[config.mk]
export PLATFORM = sky130hd
export DESIGN_NAME = rr_arbiter
export DESIGN_NICKNAME = d
export VERILOG_FILES = /design/src/rtl/rr_arbiter.sv
export SDC_FILE = /design/constraint.sdc
export NUM_CORES = 1
export LEC_CHECK = 0
export BUFFER_PORTS_ARGS = -buffer_cell sky130_fd_sc_hd__buf_2
export CAP_MARGIN = 20
export CORE_AREA = 2 2 39 41
export DETAILED_ROUTE_END_ITERATION = 8
export DIE_AREA = 0 0 41 43
export HOLD_SLACK_MARGIN = 0.08
export PLACE_DENSITY = 0.72
export SLEW_MARGIN = 10
export SYNTH_ARGS = -nofsm -noshare
export SYNTH_HDL_FRONTEND = slang
export SYNTH_SLANG_ARGS = --single-unit
[constraint.sdc]
create_clock -name clk -period 1.6 [get_ports clk]
set_clock_uncertainty 0.05 [all_clocks]
set_input_delay 0.32 -clock clk [delete_from_list [all_inputs] [get_ports clk]]
set_output_delay 0.32 -clock clk [all_outputs]
set_load 0.05 [all_outputs]
[src/rtl/rr_arbiter.sv]
// rr_arbiter: round-robin arbiter with held grants; define ARB_TIMEOUT_EN to enable timeout preemption
module rr_arbiter #(
  parameter int N = 4,
  parameter int MAX_HOLD = 8,
  localparam int IDW = $clog2(N)
) (
  input  logic           clk,
  input  logic           rst_n,
  input  logic [N-1:0]   req,
  output logic [N-1:0]   gnt,
  output logic [IDW-1:0] gnt_id,
  output logic           gnt_valid,
  output logic           preempt
);
  typedef enum logic {IDLE, OWNED} state_t;
  state_t state;
  logic [IDW-1:0] ptr, win, j;
  logic [N-1:0] cand;
  logic found, tmo, take;
  assign cand = req & ~gnt;
  always_comb begin
    win = '0;
    found = 1'b0;
    j = '0;
    for (int k = N - 1; k >= 0; k--) begin
      j = IDW'((int'(ptr) + k) % N);
      if (cand[j]) begin
        win = j;
        found = 1'b1;
      end
    end
  end
`ifdef ARB_TIMEOUT_EN
  logic [7:0] hold_cnt;
  assign tmo = state == OWNED && req[gnt_id] && |cand && hold_cnt == 8'(MAX_HOLD - 1);
  always_ff @(posedge clk)
    if (!rst_n) hold_cnt <= '0;
    else if (take) hold_cnt <= '0;
    else if (state == OWNED && hold_cnt != 8'(MAX_HOLD - 1)) hold_cnt <= hold_cnt + 8'd1;
`else
  assign tmo = 1'b0;
`endif
  assign take = found && (state == IDLE || !req[gnt_id] || tmo);
  always_ff @(posedge clk) begin
    if (!rst_n) begin
      state <= IDLE;
      gnt <= '0;
      gnt_id <= '0;
      gnt_valid <= 1'b0;
      preempt <= 1'b0;
      ptr <= '0;
    end else begin
      preempt <= tmo;
      if (take) begin
        state <= OWNED;
        gnt <= N'(1) << win;
        gnt_id <= win;
        gnt_valid <= 1'b1;
        ptr <= win == IDW'(N - 1) ? '0 : win + IDW'(1);
      end else if (state == OWNED && !req[gnt_id]) begin
        state <= IDLE;
        gnt <= '0;
        gnt_valid <= 1'b0;
      end
    end
  end
endmodule

==> impl_metrics.ini <==
[placed_design]
place_congestion = 0.830
dp_slack_ns = -0.134
placed_cell_area_um2 = 704
portBuffers = 12
dpl.hpwl_um = 1020

[die]
start_util_pct = 41.7
die_h_um = 43
rows = 14
core-area_mm2 = 0.00138
die_w_um = 41
io_pins = 14
fp.dieArea_mm2 = 0.00176

[finish]
diodes = 0
fillers = 135
fin_area_um2 = 753
drive_gt1_share_pct = 39.8
nets = 99
areaGrowthSynthToFinish_pct = 30.6

[timing]
timing.fmax_mhz = 617
rsz0062_at_grt = true
fin_crit_ns = 1.62
timing.final.crit_share_pct = 101
hold_viol = 0
report.final.slew_viol_count = 0
setup_slack_ns = -0.0206
setup_violations = 2

[clock_tree]
holdBufCountCts = 0
cts_tree = yes
htree_levels = 1
cts_num_sinks = 9
clkTransAtPathRegs_ns = 0.06
cts_buffers = 3
cts-root-buf = clkbuf_4
clockBufferDepth = 2
clock_latency_ns = 0.26

[power_and_ir_drop]
leakage_nw = 0.361
p_seq_share_pct = 30.9
swShare_pct = 44.8
clockPowerShare_pct = 13.8
ir_drop_v = 0.000681
p_int_w = 0.000702
combPwrFrac_pct = 55.2
p_sw_w = 0.000570
p_per_area_mw_per_mm2 = 1690

[routing]
first_pass_iters = 4
via_per_inst = 5.24
drt_iter0_drc = 8
route.vias.total = 545
detail-route-antenna-nets = 0
wl_per_cell_um = 12.8
routed_wirelength_um = 1330
drc_errors = 0

[synth]
syn_inst = 70
synth_top_area_cell = dfxtp_1
synth_ff_type = dfxtp_1
synth_area_leaders = dfxtp_1, nand2_1, ha_1, a21oi_1, o22ai_1
ys_async_sr_fraction_pct = 0
synth_top_area_share_pct = 31.2
synth_edf_count = 0
netlist_top_cells_count = nand2_1, dfxtp_1, a21oi_1
yosys_warnings = 0
synthMuxAreaShare_pct = 3.90
yosys.area_share.adder_pct = 8.68
synth_compound_area_share_pct = 23.2
yosysMostFrequentCell = nand2_1
synth-seq-cells = 9
synthesis.area_um2 = 577
synthSimpleGateAreaFrac_pct = 25.6
synth_nets = 80
synth-seq-area-share_pct = 31.2
synth_cell_types = 28
synth_top_family_by_area = simple AND/OR/NAND/NOR gates
synth_xor_area_share_pct = 0
avgSynthCellArea_um2 = 8.24

[run_status]
status = finished, violations left
violations = setup timing

[setup_path]
required_ns = 1.70
cp-end-kind = flop
ff2ff_setup_slack_ns = -0.02
critPathLaunchType = flop
reg2reg_depth = 7
arrival_ns = 1.72
criticalPathCategory = flop to flop
worst-path-max-fanout = 4

[hold_path]
min_path_type = primary input to flop
hold-path-cell-count = 3

[global_routing]
grt_pass1_wl_um = 2030
grt_pass1_vias = 490
grt_use_total_pct = 17.5
grt_overflow = 0
antenna_found_initial = 0
grt_max_degree = 15

[flow_run]
cap_violations = 0
[final timing paths]
check                 startpoint                     end
max          gnt[3]$_SDFFE_PN0P_     ptr[0]$_SDFFE_PN0P_
min                        rst_n  gnt_id[0]$_SDFFE_PN0P_
max reg2reg  gnt[3]$_SDFFE_PN0P_     ptr[0]$_SDFFE_PN0P_
min reg2reg  gnt[3]$_SDFFE_PN0P_     gnt[3]$_SDFFE_PN0P_
[cell type report]
class,instances,area [µm²],area share (%)
tap,16,20.0,2.66
inverter,3,11.3,1.50
multi-input combinational,54,377,50.0
clock buffer,4,26.3,3.49
timing repair buffer,18,118,15.6
sequential,9,201,26.7
[flip-flops by register name, indices dropped and copies added (netlist names)]
register  flops
gnt           4
gnt_id        2
ptr           2
state         1
[cell families (layout without fill, tap and decap cells)]
family | Yosys count | after routing
other | 1 | 1
multiplexers | 1 | 1
adder cells (fa/ha/maj) | 4 | 4
AO/OA/AOI/OAI | 19 | 19
AND/OR/NAND/NOR | 29 | 29
flip-flops | 9 | 9
buffers and inverters | 7 | 25
[layer usage]
metal | GRT usage (%) | vias up | wire length, µm
li1 | - | 279 | -
met1 | 21.0 | 252 | 591
met2 | 27.5 | 12 | 689
met3 | 3.14 | 2 | 34
met4 | 10.0 | 0 | 12
met5 | 0 | - | 0
[power groups by stage]
stage          clock (W)  sequential (W)  combinational, W
6_report        0.000176        0.000394          0.000703
5_1_grt         0.000191        0.000406          0.000750
4_1_cts         0.000183        0.000394          0.000692
3_5_place_dp           0        0.000396          0.000670
3_3_place_gp           0        0.000396          0.000657
2_1_floorplan          0        0.000541          0.000337
[metrics by stage]
step	hold slack [ns]	util [%]	TNS [ns]	power, W	instances
floorplan	0.421	-	-0.204	0.000878	70
global placement	0.446	50.9	-0.597	0.00105	98
detailed placement	0.451	50.9	-0.729	0.00107	98
CTS	0.371	53.9	-0.00759	0.00127	103
global route	0.396	54.4	-0.198	0.00135	104
finish	0.384	54.4	-0.0400	0.00127	104
[cell usage in the layout (no fill, tap or decap), drive strengths merged, types with 2 or more instances in the layout]
cell	synthesis	layout
o22ai	4	4
nand2b	2	2
a21o	2	2
a21oi	6	6
nand2	16	16
nor2b	3	3
dfxtp	9	9
clkbuf	1	4
nor2	2	2
inv	3	3
buf	3	18
a41o	2	2
ha	4	4
[critical path, stage by stage (launching register included)]
cell     delay [ns]
dfxtp_4        0.35
or2b_1         0.24
nand2_1        0.08
a21o_1         0.15
and2_1         0.17
ha_1           0.19
nor2_1         0.06
a41o_1         0.22
[repair_timing]
action	CTS	global route
buffers inserted	1	1
endpoints found under the hold margin	0	0
pin swaps	0	0
setup endpoints to repair	2	2
resized for setup	2	0
Note: power is estimated with default switching activity, not from simulation.
